===== src/rtl/fetch_pkg.sv =====
`default_nettype none
// ============================================================================
// Module   : fetch_pkg
// Purpose  : Shared widths, instruction field positions and queue entry type
// Revision : 1.0 - initial release
// ============================================================================
package fetch_pkg;

  localparam int ADDR_W   = 6;
  localparam int DATA_W   = 32;
  localparam int RESET_PC = 0;

  // Field positions used by decode; fetch itself passes words through untouched
  localparam int RI_BIT  = 31;
  localparam int RS_MSB  = 30;
  localparam int RS_LSB  = 26;
  localparam int RD_MSB  = 25;
  localparam int RD_LSB  = 21;
  localparam int FU_MSB  = 20;
  localparam int FU_LSB  = 16;
  localparam int IMM_MSB = 15;
  localparam int IMM_LSB = 0;

  typedef struct packed {
    logic [DATA_W-1:0] instr;
    logic [ADDR_W-1:0] pc;
  } fetch_entry_t;

endpackage
`default_nettype wire


===== src/rtl/instruction_fetch_if.sv =====
`default_nettype none
// ============================================================================
// Module   : instruction_fetch_if
// Purpose  : Memory read port and decode handshake of the fetch unit
// Revision : 1.0 - initial release
// ============================================================================
interface instruction_fetch_if #(
  parameter int ADDR_W = fetch_pkg::ADDR_W,
  parameter int DATA_W = fetch_pkg::DATA_W
) ();

  logic [ADDR_W-1:0] Address;
  logic [DATA_W-1:0] ReadData;
  logic              FetchEnable;
  logic              Redirect;
  logic [ADDR_W-1:0] RedirectPC;
  logic              InstrValid;
  logic [DATA_W-1:0] Instr;
  logic [ADDR_W-1:0] InstrPC;
  logic              InstrReady;

  modport master (
    output Address,
    input  ReadData,
    input  FetchEnable,
    input  Redirect,
    input  RedirectPC,
    output InstrValid,
    output Instr,
    output InstrPC,
    input  InstrReady
  );

  modport slave (
    input  Address,
    output ReadData,
    output FetchEnable,
    output Redirect,
    output RedirectPC,
    input  InstrValid,
    input  Instr,
    input  InstrPC,
    output InstrReady
  );

endinterface
`default_nettype wire


===== src/rtl/fetch_queue.sv =====
`default_nettype none
// ============================================================================
// Module   : fetch_queue
// Purpose  : 2-entry shifting prefetch FIFO with flush and registered head
// Revision : 1.0 - initial release
// ============================================================================
module fetch_queue
  import fetch_pkg::*;
(
  input  wire logic         Clk,
  input  wire logic         Reset_n,
  input  wire logic         i_push,
  input  wire logic         i_pop,
  input  wire logic         i_flush,
  input  wire fetch_entry_t i_din,
  output fetch_entry_t      o_head,
  output logic [1:0]        o_count
);

  fetch_entry_t r_e0;
  fetch_entry_t r_e1;
  logic [1:0]   r_count;

  // r_e0 is always the head, so the output never depends on a read pointer
  always_ff @(posedge Clk or negedge Reset_n) begin
    if (!Reset_n) begin
      r_e0    <= '0;
      r_e1    <= '0;
      r_count <= 2'd0;
    end else if (i_flush) begin
      r_count <= 2'd0;
    end else begin
      case ({i_push, i_pop})
        2'b10: begin
          if (r_count == 2'd0) r_e0 <= i_din;
          else                 r_e1 <= i_din;
          r_count <= r_count + 2'd1;
        end
        2'b01: begin
          r_e0    <= r_e1;
          r_count <= r_count - 2'd1;
        end
        2'b11: begin
          if (r_count == 2'd2) begin
            r_e0 <= r_e1;
            r_e1 <= i_din;
          end else begin
            r_e0 <= i_din;
          end
        end
        default: ;
      endcase
    end
  end

  assign o_head  = r_e0;
  assign o_count = r_count;

endmodule
`default_nettype wire


===== src/rtl/instruction_fetch.sv =====
`default_nettype none
// ============================================================================
// Module   : instruction_fetch
// Purpose  : PC owner and push/redirect control in front of the prefetch queue
// Revision : 1.0 - initial release
// ============================================================================
module instruction_fetch #(
  parameter int              ADDR_W   = fetch_pkg::ADDR_W,
  parameter int              DATA_W   = fetch_pkg::DATA_W,
  parameter logic [ADDR_W-1:0] RESET_PC = ADDR_W'(fetch_pkg::RESET_PC)
) (
  input  wire logic           Clk,
  input  wire logic           Reset_n,
  instruction_fetch_if.master bus
);

  import fetch_pkg::*;

  logic [ADDR_W-1:0] r_pc;
  logic [DATA_W-1:0] w_rdata;
  logic [1:0]        w_count;
  logic              w_pop;
  logic              w_push;
  fetch_entry_t      w_din;
  fetch_entry_t      w_head;

  assign w_rdata = bus.ReadData;

  // Redirect suppresses both sides of the handshake for its cycle
  assign w_pop  = (w_count != 2'd0) && bus.InstrReady && !bus.Redirect;
  assign w_push = bus.FetchEnable && !bus.Redirect && ((w_count != 2'd2) || w_pop);

  assign w_din.instr = w_rdata;
  assign w_din.pc    = r_pc;

  always_ff @(posedge Clk or negedge Reset_n) begin
    if (!Reset_n) begin
      r_pc <= RESET_PC;
    end else if (bus.Redirect) begin
      r_pc <= bus.RedirectPC;
    end else if (w_push) begin
      r_pc <= r_pc + ADDR_W'(1);
    end
  end

  fetch_queue u_queue (
    .Clk     (Clk),
    .Reset_n (Reset_n),
    .i_push  (w_push),
    .i_pop   (w_pop),
    .i_flush (bus.Redirect),
    .i_din   (w_din),
    .o_head  (w_head),
    .o_count (w_count)
  );

  assign bus.Address    = r_pc;
  assign bus.InstrValid = (w_count != 2'd0);
  assign bus.Instr      = w_head.instr;
  assign bus.InstrPC    = w_head.pc;

endmodule
`default_nettype wire


===== src/flat_wrapper.sv =====
// flat-port wrapper written by rule: the top's interface ports become plain ports
module instruction_fetch_flat import fetch_pkg::*;
#(
  parameter int              ADDR_W   = fetch_pkg::ADDR_W,
  parameter int              DATA_W   = fetch_pkg::DATA_W,
  parameter logic [ADDR_W-1:0] RESET_PC = ADDR_W'(fetch_pkg::RESET_PC)
)
  (Clk, Reset_n, bus_Address, bus_ReadData, bus_FetchEnable, bus_Redirect, bus_RedirectPC, bus_InstrValid, bus_Instr, bus_InstrPC, bus_InstrReady);
  instruction_fetch_if #(.ADDR_W(ADDR_W), .DATA_W(DATA_W)) bus_i ();
  input  wire logic Clk;
  input  wire logic Reset_n;
  output wire logic [$bits(bus_i.Address)-1:0] bus_Address;
  input wire logic [$bits(bus_i.ReadData)-1:0] bus_ReadData;
  input wire logic [$bits(bus_i.FetchEnable)-1:0] bus_FetchEnable;
  input wire logic [$bits(bus_i.Redirect)-1:0] bus_Redirect;
  input wire logic [$bits(bus_i.RedirectPC)-1:0] bus_RedirectPC;
  output wire logic [$bits(bus_i.InstrValid)-1:0] bus_InstrValid;
  output wire logic [$bits(bus_i.Instr)-1:0] bus_Instr;
  output wire logic [$bits(bus_i.InstrPC)-1:0] bus_InstrPC;
  input wire logic [$bits(bus_i.InstrReady)-1:0] bus_InstrReady;
  assign bus_Address = bus_i.Address;
  assign bus_i.ReadData = bus_ReadData;
  assign bus_i.FetchEnable = bus_FetchEnable;
  assign bus_i.Redirect = bus_Redirect;
  assign bus_i.RedirectPC = bus_RedirectPC;
  assign bus_InstrValid = bus_i.InstrValid;
  assign bus_Instr = bus_i.Instr;
  assign bus_InstrPC = bus_i.InstrPC;
  assign bus_i.InstrReady = bus_InstrReady;
  instruction_fetch #(.ADDR_W(ADDR_W), .DATA_W(DATA_W), .RESET_PC(RESET_PC)) u_core (.Clk(Clk), .Reset_n(Reset_n), .bus(bus_i));
endmodule

===== config.mk =====
export PLATFORM = sky130hd
export DESIGN_NAME = instruction_fetch_flat
export DESIGN_NICKNAME = d
export VERILOG_FILES = /design/src/rtl/fetch_pkg.sv /design/src/rtl/instruction_fetch_if.sv /design/src/rtl/fetch_queue.sv /design/src/rtl/instruction_fetch.sv /design/src/flat_wrapper.sv
export SDC_FILE = /design/constraint.sdc
export NUM_CORES = 1
export LEC_CHECK = 0
export ABC_AREA = 1
export ABC_CLOCK_PERIOD_IN_PS = 1740
export BUFFER_PORTS_ARGS = -buffer_cell sky130_fd_sc_hd__buf_4
export CAP_MARGIN = 20
export CORE_AREA = 2 2 120 134
export DETAILED_ROUTE_END_ITERATION = 7
export DIE_AREA = 0 0 122 136
export HOLD_SLACK_MARGIN = 0.02
export MAX_ROUTING_LAYER = met4
export PLACE_DENSITY_LB_ADDON = 0.3
export SLEW_MARGIN = 0
export SYNTH_ARGS = -nofsm -noshare
export SYNTH_HDL_FRONTEND = slang
export SYNTH_SLANG_ARGS = --single-unit

===== constraint.sdc =====
create_clock -name Clk -period 1.74 [get_ports Clk]
set_clock_uncertainty 0.2 [all_clocks]
set_input_delay 0.348 -clock Clk [delete_from_list [all_inputs] [get_ports Clk]]
set_output_delay 0.348 -clock Clk [all_outputs]
set_load 0.01 [all_outputs]

==> flow_summary_export.csv <==
group,metric,value,unit
pwr,seq_power_share,0.411,
pwr,clock_power_share,0.223,
clocking,cts.clk_slew.worst_paths,0.06,ns
route,wl_met1,6.103,mm
clocking,cts_tree,"done",
clocking,cts_max_path_buffers,2,
synthesis,yosysUniqueCellTypes,24,
route,highest_layer,"met4",
sta,tightest_slew,0.3865,ns
pwr,p_switching,0.002930,W
placed_design,gp_congestion,0.8468,
synthesis,yosys_warnings,0,
pwr,p_leak,3.415,nW
route,via_per_inst,4.487,
critical_path,slowest_stage,"dfrtp_2",
synthesis,postSynthNetCount,755,
route,initialDrtViolationCount,232,
sta,finalHoldViolCount,0,
route,wl,13.01,mm
sta,post-route-min-period,1.692,ns
placed_design,placedCellCount,993,
route,wire_per_inst,12.85,um
clocking,cts_num_sinks,84,
grt,grt_max_degree,40,
critical_path,critical_path_class,"register to output port",
cells_and_area,layout-drive-gt1-share,0.1872,
sta,relSlewSlack,0.7424,
floorplan,die_w,122,um
critical_path,crit_path_end_kind,"output port",
critical_path,start_kind,"register",
grt,overflow,0,
cells_and_area,final_common_cell,"nand2_1",
sta,finalSetupViolCount,0,
critical_path,crit_fanout,7,
synthesis,netlist_area,4811,um2
critical_path,cp.arrival,1.14,ns
floorplan,dieHeight,136,um
pwr,ir_drop,0.0004763,V
cells_and_area,stdcell_count,1012,
route,drc,0,
clocking,ctsRootBufferMaster,"clkbuf_16",
min_path,min_path_type,"input port to register",
floorplan,dieArea,16590,um2
critical_path,crit_chain,"inv_1 -> nand2_4 -> buf_4",
route,dr_wl_met2,6.188,mm
cells_and_area,antenna_cells,0,
floorplan,initial_core_util,0.3141,
route,wl_met3,460,um
critical_path,critical_path_buf_inv_count,2,
sta,fin_crit_sh,0.9724,
placed_design,placed_area,5849,um2
pwr,p_per_area,1317,nW/um2
cells_and_area,mostFrequentLayoutCells,"264 x nand2_1, 117 x buf_4, 108 x inv_1, 83 x dfrtp_1, 80 x nand3_1",
grt,grt_pass1_wl,21.67,mm
clocking,htree_levels,3,
sta,final_max_slew_viol_count,0,
critical_path,cp_data_required_time,1.19,ns
placed_design,dpl.hpwl,9.284,mm
job,maxCapViolations,0,
clocking,clock_latency,0.34,ns
run_status,status,"finished clean",
route,dr_total_vias,4541,
floorplan,rows,48,
clocking,cts_buffers,9,
floorplan,ios,88,
synthesis,synthCells,711,
placed_design,portBuffers,87,
critical_path,critPathMaxStageDelay,0.46,ns
critical_path,crit_family,"flip-flops",
cells_and_area,fin_nets,853,
synthesis,syn_avg_cell_area,6.766,um2
floorplan,core-area,15310,um2
grt,antenna_found_initial,0,
synthesis,ys_seq_area_frac,0.4369,
grt,first_global_vias,4402,
synthesis,ys_seq_elements,84,
pwr,finalPower,0.008142,W
route,detail-route-antenna-nets,0,
sta,rsz0062_at_grt,"yes",
pwr,internal_power,0.005213,W
pwr,combinationalPowerShare,0.367,
pwr,p_sw_frac,0.3598,
sta,max_freq,0.5910,GHz
cells_and_area,area_growth,28.56,%
cells_and_area,design_area,6185,um2
grt,grt_usage,0.1718,
route,first_pass_iters,4,
==> path summary, 6_finish.rpt <==
path                                                        from                                     to  slack (ns)  cells after the start
max                        u_core.u_queue.o_count[1]$_DFFE_PN0P_                         bus_InstrValid        0.05                      3
min                                            bus_RedirectPC[2]      u_core.bus.Address[2]$_DFFE_PN0P_        0.04                      3
max reg2reg                u_core.u_queue.o_count[1]$_DFFE_PN0P_  u_core.u_queue.o_head[34]$_DFFE_PN0P_        0.09                      8
min reg2reg                  u_core.u_queue.r_e1[31]$_DFFE_PN0P_    u_core.u_queue.r_e1[31]$_DFFE_PN0P_        0.29                      2
max in group asynchronous                                Reset_n  u_core.u_queue.o_head[29]$_DFFE_PN0P_        0.57                      3
min in group asynchronous                                Reset_n   u_core.u_queue.o_head[7]$_DFFE_PN0P_        0.27                      2
==> cell type report <==
type | instances | area (um2)
fillers | 1642 | 9130
flip-flops and latches | 84 | 2103
multi-input cells | 475 | 2069
repair buffers | 128 | 1069
inverters | 111 | 416.7
clock buffers | 12 | 266.5
well taps | 200 | 250.2
clock inverters | 2 | 10.01
==> synth_stat cells, drive strengths merged <==
master	n	area, um2
buf	31	201.4
o211ai	3	22.52
clkbuf	10	38.78
nand2	268	1021
nand3	80	400.4
ha	1	12.51
nand4	2	12.51
inv	111	416.7
a21oi	20	100.1
or2	1	6.260
dfrtp	84	2102
xor2	1	8.760
nor2	30	117.6
o21ai	68	344.1
and2	1	6.260
==> power groups by stage <==
| stage | combinational, W | sequential (W) | clock (W) |
|---|---|---|---|
| 2_1_floorplan | 0.00160 | 0.00343 | 0 |
| 3_3_place_gp | 0.00295 | 0.00337 | 0 |
| 3_5_place_dp | 0.00299 | 0.00338 | 0 |
| 4_1_cts | 0.00301 | 0.00335 | 0.00187 |
| 5_1_grt | 0.00346 | 0.00346 | 0.00194 |
| 6_report | 0.00298 | 0.00334 | 0.00182 |
==> worst min-delay path: cells and delay by family <==
kind	cells	cell delay (ns)
AOI/OAI and AO/OA	1	0.08
buffers and inverters	1	0.08
and+or+nand+nor	1	0.04
==> sequential cells by signal, summed over array words and instances (netlist names) <==
signal / count
u_core.u_queue.r_e1: 38
u_core.u_queue.o_head: 38
u_core.u_queue.o_count: 2
u_core.bus.Address: 6
==> per-stage QoR <==
step / utilization / setup TNS [ns] / setup WS (ns) / hold WS (ns)
3_5_place_dp: 0.3819 / -0.1885 / -0.01780 / 0.1007
3_3_place_gp: 0.3819 / 0 / 0.009029 / 0.09759
5_1_grt: 0.4038 / -0.2086 / -0.02966 / 0.05687
6_report: 0.4038 / 0 / 0.04806 / 0.04190
4_1_cts: 0.4021 / 0 / 0.03833 / 0.03229
2_1_floorplan: - / 0 / 0.1417 / -0.1476
==> per-layer routing <==
layer	up-vias	global-route usage
met5	-	-
li1	2376	-
met2	87	0.2812
met4	0	0.06897
met1	2063	0.2132
met3	15	0.02517
==> what timing repair did <==
| action | 4_1_cts | 5_1_grt |
|---|---|---|
| hold buffers | 3 | 0 |
| endpoints found under the hold margin | 26 | 0 |
| cloned | 0 | 0 |
| endpoints found under the setup margin | 36 | 65 |
| setup buffers | 0 | 2 |
| gates resized for setup | 2 | 8 |
==> cells by family after synthesis <==
logic type                 after synthesis  share of synthesized area
buffers and inverters                  152                     0.1365
xor gates and xnor gates                 1                   0.001821
AOI/OAI and AO/OA                       91                    0.09701
and+or+nand+nor                        382                     0.3251
adders and majority gates                1                   0.002600
DFF                                     84                     0.4369
(Power assumes the default switching activity.)
